===== config.mk =====
export PLATFORM = sky130hd
export DESIGN_NAME = sdram_probe_seq
export DESIGN_NICKNAME = d
export VERILOG_FILES = /design/src/rtl/sdram_probe_seq.sv
export SDC_FILE = /design/constraint.sdc
export NUM_CORES = 1
export LEC_CHECK = 0
export ABC_CLOCK_PERIOD_IN_PS = 7000
export CORE_MARGIN = 10
export CORE_UTILIZATION = 35
export CTS_CLUSTER_SIZE = 28
export DETAILED_ROUTE_END_ITERATION = 16
export MAX_ROUTING_LAYER = met4
export PLACE_DENSITY = 0.57
export REMOVE_ABC_BUFFERS = 1
export SETUP_SLACK_MARGIN = 0.4
export SLEW_MARGIN = 20
export SYNTH_ARGS = -nofsm -noshare
export SYNTH_HDL_FRONTEND = slang
export SYNTH_SLANG_ARGS = --single-unit

===== constraint.sdc =====
create_clock -name clk -period 7 [get_ports clk]
set_input_delay 2.1 -clock clk [delete_from_list [all_inputs] [get_ports clk]]
set_output_delay 2.1 -clock clk [all_outputs]
set_load 0.01 [all_outputs]

===== src/rtl/sdram_probe_seq.sv =====
// Sizes the attached SDRAM by signature write/readback, zero-fills the detected range,
// then hands the controller command port to a single host requester.
module sdram_probe_seq #(
    parameter int          ADDR_W    = 27,
    parameter bit          CLEAR_EN  = 1'b1,
    parameter logic [15:0] SIG0      = 16'd1032,
    parameter logic [15:0] SIG1      = 16'd2064,
    parameter logic [15:0] SIG2      = 16'd3128,
    parameter logic [15:0] SIG_ALIAS = 16'd12345
) (
    input  logic              clk,
    input  logic              reset,
    input  logic              mem_ready,
    output logic [ADDR_W-1:0] mem_addr,
    output logic [15:0]       mem_din,
    input  logic [15:0]       mem_dout,
    output logic              mem_we,
    output logic              mem_rd,
    input  logic [ADDR_W-1:0] host_addr,
    input  logic [15:0]       host_din,
    input  logic              host_we,
    input  logic              host_req,
    output logic              host_ack,
    output logic [15:0]       host_dout,
    output logic [15:0]       cfg,
    output logic              busy
);

    localparam logic [ADDR_W-1:0] A_SIG2  = ADDR_W'(28'h4000000);
    localparam logic [ADDR_W-1:0] A_SIG1  = ADDR_W'(28'h2000000);
    localparam logic [ADDR_W-1:0] A_SIG0  = ADDR_W'(28'h0000000);
    localparam logic [ADDR_W-1:0] A_ALIAS = ADDR_W'(28'h1000000);

    typedef enum logic [2:0] {
        S_WAIT_INIT, S_ISSUE, S_HOLD, S_WAIT, S_DECIDE, S_CLEAR, S_SERVE
    } state_t;

    // Probe ops are ordered so the next probe step is simply op+1.
    typedef enum logic [3:0] {
        OP_W2, OP_W1, OP_W0, OP_WA, OP_R2, OP_R1, OP_R0, OP_FILL, OP_HOST
    } op_t;

    typedef struct packed {
        logic              we;
        logic [ADDR_W-1:0] addr;
        logic [15:0]       din;
    } cmd_t;

    state_t            state, state_nxt;
    op_t               op, l_op;
    cmd_t              l_cmd;
    logic              launch;
    logic              cmd_we;
    logic [2:0]        match;
    logic [27:0]       ptr;
    logic [27:0]       fill_limit;
    logic              pend_vld;
    logic              pend_we;
    logic [ADDR_W-1:0] pend_addr;
    logic [15:0]       pend_din;

    function automatic cmd_t probe_cmd(input op_t o);
        case (o)
            OP_W2:   return '{we: 1'b1, addr: A_SIG2,  din: SIG2};
            OP_W1:   return '{we: 1'b1, addr: A_SIG1,  din: SIG1};
            OP_W0:   return '{we: 1'b1, addr: A_SIG0,  din: SIG0};
            OP_WA:   return '{we: 1'b1, addr: A_ALIAS, din: SIG_ALIAS};
            OP_R2:   return '{we: 1'b0, addr: A_SIG2,  din: 16'h0};
            OP_R1:   return '{we: 1'b0, addr: A_SIG1,  din: 16'h0};
            OP_R0:   return '{we: 1'b0, addr: A_SIG0,  din: 16'h0};
            default: return '{we: 1'b0, addr: '0,      din: 16'h0};
        endcase
    endfunction

    assign fill_limit = cfg[2] ? 28'h8000000 : (cfg[1] ? 28'h4000000 : 28'h2000000);

    assign mem_we = (state == S_ISSUE) &&  cmd_we;
    assign mem_rd = (state == S_ISSUE) && !cmd_we;

    always_comb begin
        state_nxt = state;
        launch    = 1'b0;
        l_op      = op;
        l_cmd     = '0;
        case (state)
            S_WAIT_INIT: begin
                if (mem_ready) begin
                    launch = 1'b1;
                    l_op   = OP_W2;
                    l_cmd  = probe_cmd(OP_W2);
                end
            end
            S_ISSUE: state_nxt = S_HOLD;
            // The controller may not drop ready until a cycle after the strobe.
            S_HOLD:  state_nxt = S_WAIT;
            S_WAIT: begin
                if (mem_ready) begin
                    case (op)
                        OP_W2, OP_W1, OP_W0, OP_WA, OP_R2, OP_R1: begin
                            launch = 1'b1;
                            l_op   = op_t'(op + 4'd1);
                            l_cmd  = probe_cmd(l_op);
                        end
                        OP_R0:   state_nxt = S_DECIDE;
                        OP_FILL: state_nxt = S_CLEAR;
                        default: state_nxt = busy ? S_CLEAR : S_SERVE;
                    endcase
                end
            end
            S_DECIDE: state_nxt = (!match[0] || !CLEAR_EN) ? S_SERVE : S_CLEAR;
            S_CLEAR: begin
                if (pend_vld) begin
                    launch = 1'b1;
                    l_op   = OP_HOST;
                    l_cmd  = '{we: pend_we, addr: pend_addr, din: pend_din};
                end else if (ptr == fill_limit) begin
                    state_nxt = S_SERVE;
                end else begin
                    launch = 1'b1;
                    l_op   = OP_FILL;
                    l_cmd  = '{we: 1'b1, addr: ptr[ADDR_W-1:0], din: 16'h0};
                end
            end
            S_SERVE: begin
                if (pend_vld) begin
                    launch = 1'b1;
                    l_op   = OP_HOST;
                    l_cmd  = '{we: pend_we, addr: pend_addr, din: pend_din};
                end
            end
            default: state_nxt = S_WAIT_INIT;
        endcase
        if (launch) begin
            state_nxt = S_ISSUE;
        end
    end

    always_ff @(posedge clk or posedge reset) begin
        if (reset) begin
            state     <= S_WAIT_INIT;
            op        <= OP_W2;
            cmd_we    <= 1'b0;
            mem_addr  <= '0;
            mem_din   <= '0;
            match     <= '0;
            ptr       <= '0;
            cfg       <= '0;
            busy      <= 1'b1;
            host_ack  <= 1'b0;
            host_dout <= '0;
            pend_vld  <= 1'b0;
            pend_we   <= 1'b0;
            pend_addr <= '0;
            pend_din  <= '0;
        end else begin
            state    <= state_nxt;
            host_ack <= 1'b0;

            if (launch) begin
                op       <= l_op;
                cmd_we   <= l_cmd.we;
                mem_addr <= l_cmd.addr;
                mem_din  <= l_cmd.din;
                if (l_op == OP_HOST) begin
                    pend_vld <= 1'b0;
                end
            end

            if (state == S_WAIT && mem_ready) begin
                case (op)
                    OP_R2:   match[2] <= (mem_dout == SIG2);
                    OP_R1:   match[1] <= (mem_dout == SIG1);
                    OP_R0:   match[0] <= (mem_dout == SIG0);
                    OP_FILL: ptr <= ptr + 28'd2;
                    OP_HOST: begin
                        host_ack <= 1'b1;
                        if (!cmd_we) begin
                            host_dout <= mem_dout;
                        end
                    end
                    default: ;
                endcase
            end

            // Larger sizes only count if the base location itself read back correctly.
            if (state == S_DECIDE) begin
                cfg <= {1'b1, ~match[0], 11'd0,
                        match[2] & match[0], match[1] & match[0], match[0]};
            end

            if (state_nxt == S_SERVE) begin
                busy <= 1'b0;
            end

            // A request arriving as the slot is being issued takes the freed slot.
            if (host_req && (!pend_vld || (launch && l_op == OP_HOST))) begin
                pend_vld  <= 1'b1;
                pend_we   <= host_we;
                pend_addr <= host_addr;
                pend_din  <= host_din;
            end
        end
    end

endmodule


==> results of run 1 <==
[layout by cell type, fill, tap and decap left out, drive strengths merged, types with 8 or more instances in the layout]
master	count
a21oi	12
a221oi	11
a222oi	58
a22o	10
a31oi	8
and2	47
buf	12
clkbuf	18
clkdlybuf4s50	130
conb	11
dfrtp	148
ha	9
inv	50
mux2	17
nand2	31
nand3	58
nor2	38
nor3	13
nor3b	10
nor4	12
o211ai	44
o21ai	9
o41ai	44
xnor2	17
xor2	10
[cell type report]
cell class / count / area share, %
Sequential cell: 149 / 37.0
Clock buffer: 18 / 4.36
Timing Repair Buffer: 142 / 13.8
Multi-Input combinational cell: 529 / 38.3
Inverter: 42 / 1.62
Tap cell: 285 / 3.54
Clock inverter: 14 / 1.39
[kinds of logic after synthesis]
logic type,Yosys count,share of synthesized area [%]
simple gates,236,15.7
compound gates,228,24.1
flops,149,46.4
buf+inv,128,6.94
xor+xnor,27,2.94
mux,18,2.50
fa+ha+maj,9,1.40
other cells,1,0.0466
[stage by stage]
| step | total power [mW] | instances | instance area, um2 | hold slack, ns | setup WS (ns) |
|---|---|---|---|---|---|
| detailed placement | 3.56 | 1147 | 9490 | 0.464 | 1.01 |
| finish | 4.47 | 1179 | 10100 | 0.482 | 1.46 |
| global placement | 3.55 | 1147 | 9490 | 0.466 | 1.09 |
| global route | 4.76 | 1179 | 10100 | 0.510 | 1.28 |
| CTS | 4.48 | 1179 | 10100 | 0.487 | 1.46 |
| floorplan | 2.69 | 720 | 7680 | 0.448 | 0.894 |
[metal layers]
layer | part of all wire [%] | routed length [um] | track usage (%)
met5 | 0 | 0 | -
met4 | 2.0 | 499 | 6.69
met3 | 5.8 | 1460 | 2.91
met2 | 47 | 11800 | 25.8
met1 | 46 | 11600 | 23.7
[worst min-delay path, cell delays in order, from the launching register on]
cell	delay (ns)
dfrtp_1	0.35
nand2_1	0.05
o31ai_1	0.05
[registers in the layout, indices dropped and copies added, names as in the netlist]
signal,flops
pend_din,16
cmd_we,1
pend_we,1
host_ack,1
mem_addr,27
host_dout,16
ptr,27
mem_din,16
pend_vld,1
op,4
pend_addr,27
cfg,5
match,3
busy,1
state,3
[report_power, final]
part           switching, mW  internal (mW)
Combinational           1.17          0.968
Sequential             0.263           1.15
Clock                  0.404          0.509
[worst max-delay path by stage]
| stage | cells past startpoint | end | startpoint | slack [ns] |
|---|---|---|---|---|
| after floorplan | 1 | cfg[0]$_DFFE_PP0N_ | reset | 0.89 |
| after global placement | 7 | pend_vld$_DFFE_PP0P_ | mem_ready | 1.09 |
| after detailed placement | 7 | pend_addr[0]$_DFFE_PP0P_ | mem_ready | 1.01 |
| after CTS | 7 | pend_addr[5]$_DFFE_PP0P_ | mem_ready | 1.46 |
| after global routing | 7 | pend_addr[19]$_DFFE_PP0P_ | mem_ready | 1.28 |
| final | 7 | pend_addr[0]$_DFFE_PP0P_ | mem_ready | 1.46 |
==> flow_summary.ini, run 1 <==
[run_status]
run_status = completed

[detailed_routing]
drt_iter0_drc = 979
routed_via_density = 5.95
wl_per_cell_um = 21.6
drc = 0
num_vias = 7019
first_pass_iters = 9
antenna_left = 0
drt_wl_total_um = 25400

[cts]
clk_pin_slew_ns = 0.07
cts_hold_buffers = 0
htree_num_levels = 4
ctsRootBufferMaster = clkbuf_16
tritoncts = done
clk_latency_ns = 0.44
clock_path_buffers = 2
cts_setup_buffers = 0
cts_resized = 0
cts_sinks = 149
cts_made_buffers = 17

[setup_path]
path_max_fanout = 46
setup.worst_path.class = in -> reg
reg2reg_slack_ns = 2.54
startpoint_type = input port
cp.required_ns = 7.34
worstReg2RegEnd = pend_addr[0]$_DFFE_PP0P_
cp_slowest_cell = or4_2
crit_chain = clkdlybuf4s50_1 -> nand4b_4 -> a211oi_4 -> nor3_2 -> a211o_2 -> or4_2 -> o211ai_1
reg2regPathDepth = 6
path_buf_inv = 1
max_stage_delay_ns = 1.22
endpoint_kind = register
cpLargestDelayFamily = simple AND/OR/NAND/NOR gates
r2r_start = state[1]$_DFF_PP0_
critical_path_arrival_ns = 5.89

[synthesis]
yosysSeqAreaShare_pct = 46.4
synth_edf_count = 0
ys_async_sr_fraction_pct = 100
yosysWarnings = 0
synth_top_area_share_pct = 46.0
synth_cells = 796
syn-cell-area_mm2 = 0.00804
ys_top_cells_by_area = dfrtp_1, a222oi_1, o41ai_1
synth.avg_cell_area_um2 = 10.1
synth_commonest_cells = dfrtp_1, clkbuf_1, a222oi_1, nand3_1, and2_1
synth_top_flop_cell = dfrtp_1
post-synth-top-count-cell = dfrtp_1
synth.distinct_cells = 61
synth_top_area_cell = dfrtp_1
ys_seq_elements = 149

[grt]
grt_antenna_before_repair = 0
grt_pass1_wl_um = 39800
grt_overflow_total = 0
grt_util_all_layers_pct = 17.5
grt_max_degree = 94
grt_pass1_vias = 7028

[sta]
min_period_ns = 5.54
slew_headroom_pct = 30.0
final-setup-viol-count = 0
skew_ns = 0.0143
clock.fmax_ghz = 0.180
worst_pin_slew_ns = 1.05
hold_viol = 0
grt_setup_unrepaired = no
tns_ns = 0
post-route-period-util_pct = 79.2
slew_violations = 0

[floorplanning]
dieHeight_um = 172
die_width_um = 172
ios = 143
core_mm2 = 0.0226
die_area_mm2 = 0.0294
rows = 55
initial_utilization_pct = 35.5

[min_path]
hold_class = reg -> reg
hold_path.startpoint = match[1]$_DFFE_PP0P_
worstHoldEndpoint = match[1]$_DFFE_PP0P_
hold_path_depth = 2

[pwr]
p_per_area_mw_per_mm2 = 443
ir_drop_mv = 0.247
cellLeakagePower_nw = 3.94

[place]
routabilityCongestion = 0.799
dpl.hpwl_um = 15900
portBuffers = 131

[run]
cap_violations = 0

[finish]
multiInputGateArea_mm2 = 0.00385
regArea_mm2 = 0.00373
syn2layout_area_growth_pct = 25.2
utilization_pct = 44.5
antenna_cells = 0
fillers = 2155
final_layout_size_suffix_gt1_share_pct = 9.73
final_nets = 954
Power figures use the tool's default switching activity.
==> run 2, diff against run 1 <==
--- a/config.mk
+++ b/config.mk
@@ -5,13 +5,13 @@
 export SDC_FILE = /design/constraint.sdc
 export NUM_CORES = 1
 export LEC_CHECK = 0
-export ABC_CLOCK_PERIOD_IN_PS = 7000
+export ABC_CLOCK_PERIOD_IN_PS = 4700
 export CORE_MARGIN = 10
 export CORE_UTILIZATION = 35
 export CTS_CLUSTER_SIZE = 28
 export DETAILED_ROUTE_END_ITERATION = 16
 export MAX_ROUTING_LAYER = met4
-export PLACE_DENSITY = 0.57
+export PLACE_DENSITY = 0.59
 export REMOVE_ABC_BUFFERS = 1
 export SETUP_SLACK_MARGIN = 0.4
 export SLEW_MARGIN = 20
==> constraint.sdc (replaced) <==
create_clock -name clk -period 4.7 [get_ports clk]
set_input_delay 1.41 -clock clk [delete_from_list [all_inputs] [get_ports clk]]
set_output_delay 1.41 -clock clk [all_outputs]
set_load 0.01 [all_outputs]
==> run 2 against run 1 <==
Sequential cell count did not move. Cell area rose by 0.82%. Global-route usage down 0.095 points. Clock power increased by 47%. Worst hold slack worse by 0.0096 ns. Utilization up 0.36 points. Clock skew shrank 0.0025 ns. Critical endpoint is now pend_din[6]$_DFFE_PP0P_. Highest routed layer unchanged.
==> flow_summary.ini, run 2 (synthesis results as in run 1) <==
[sta]
worst_pin_slew_ns = 0.736
timing.hold.ws_ns = 0.472
skew_ns = 0.0118
min_period_ns = 3.92
post-route-period-util_pct = 83.4
grt_setup_unrepaired = no
final-setup-viol-count = 0
slew_violations = 0
clock.fmax_ghz = 0.255
slew_headroom_pct = 50.9
hold_viol = 0

[floorplanning]
rows = 55
ios = 143
core_mm2 = 0.0226
dieHeight_um = 172
die_area_mm2 = 0.0294
initial_utilization_pct = 35.5
die_width_um = 172

[setup_path]
startpoint_type = input port
cp.required_ns = 5.04
path_max_fanout = 45
setup.worst_path.class = in -> reg
endpoint_kind = register
critical_path_arrival_ns = 4.26

[finish]
largest_registers = mem_addr: 27 flops, pend_addr: 27 flops, ptr: 27 flops
multiInputGateArea_mm2 = 0.00385
fillers = 2121
antenna_cells = 0
syn2layout_area_growth_pct = 26.2
final_nets = 963
utilization_pct = 44.8
final_cell_mix = dfrtp_1, clkdlybuf4s50_1, nand3_1, a222oi_1, and2_1
layout.cells.most_common = dfrtp_1
regArea_mm2 = 0.00373
stdcell_area_mm2 = 0.0102
final_layout_size_suffix_gt1_share_pct = 10.5

[detailed_routing]
wl_per_cell_um = 21.4
first_pass_iters = 6
antenna_left = 0
num_vias = 7042
drt_wl_total_um = 25400
drt_iter0_drc = 982
routed_via_density = 5.93
drc = 0

[pwr]
switchingPower_mw = 2.74
p_int_mw = 3.94
p_clk_share_pct = 20.1
ir_drop_mv = 0.457
swShare_pct = 41.0
p_per_area_mw_per_mm2 = 658
sequentialPowerShare_pct = 31.5
p_comb_share_pct = 48.4
cellLeakagePower_nw = 3.99

[cts]
clk_pin_slew_ns = 0.06
cts_resized = 0
cts_hold_buffers = 0
cts_setup_buffers = 0
cts_made_buffers = 17
clk_latency_ns = 0.43
htree_num_levels = 4
clock_path_buffers = 2
cts_sinks = 149
tritoncts = done
ctsRootBufferMaster = clkbuf_16

[run_status]
run_status = completed

[place]
post_dp_cell_area_mm2 = 0.00958
portBuffers = 131
routabilityCongestion = 0.858
dpl.hpwl_um = 16100

[run]
cap_violations = 0

[grt]
grt_pass1_vias = 6910
grt_pass1_wl_um = 39400
grt_util_all_layers_pct = 17.4
grt_overflow_total = 0
grt_max_degree = 83
grt_antenna_before_repair = 0

[min_path]
hold_class = reg -> reg
==> run 2: worst paths after layout <==
path,start,endpoint,slack (ns),depth (start not counted)
setup / recovery,mem_ready,pend_din[6]$_DFFE_PP0P_,0.78,9
hold / removal,cfg[15]$_DFFE_PP0N_,cfg[15]$_DFFE_PP0N_,0.47,1
setup reg to reg,ptr[11]$_DFFE_PP0P_,pend_din[6]$_DFFE_PP0P_,1.19,7
hold reg to reg,cfg[15]$_DFFE_PP0N_,cfg[15]$_DFFE_PP0N_,0.47,1
max in group asynchronous,reset,pend_vld$_DFFE_PP0P_,2.35,3
min in group asynchronous,reset,mem_addr[15]$_DFFE_PP0P_,1.49,2
==> run 2: power by group through the flow <==
stage	clock [mW]	sequential, mW	combinational (mW)
2_1_floorplan	0	2.12	1.88
6_report	1.34	2.10	3.23
5_1_grt	1.42	2.16	3.53
3_3_place_gp	0	2.12	3.20
3_5_place_dp	0	2.12	3.21
4_1_cts	1.36	2.10	3.23
==> run 2: area by class of cell <==
type                            count  area share, %
Timing Repair Buffer              151           14.6
Tap cell                          285           3.51
Sequential cell                   149           36.7
Clock buffer                       18           4.23
Inverter                           42           1.60
Clock inverter                     14           1.38
Multi-Input combinational cell    529           37.9
==> run 2: critical path, stage by stage <==
cell	delay (ns)
clkdlybuf4s50_1	0.61
nand4b_4	0.22
a211oi_4	0.26
buf_4	0.21
mux2i_1	0.28
o31ai_4	0.11
or4_2	0.54
buf_4	0.32
o211ai_1	0.25
==> run 2: routing by layer <==
metal	share of wire, %	vias to the layer above	global-route usage (%)
met5	0	-	-
met4	2.4	0	5.86
met3	7.1	31	3.97
met2	45	288	25.5
met1	45	3471	23.4
li1	-	3252	-
==> run 2: through the flow <==
step	TNS, ns	cells	power [mW]	worst slack (ns)
2_1_floorplan	-114.17	720	4.00	-0.716
3_3_place_gp	0	1156	5.32	0.395
3_5_place_dp	0	1156	5.33	0.386
4_1_cts	0	1188	6.70	0.826
5_1_grt	0	1188	7.11	0.634
6_report	0	1188	6.68	0.782
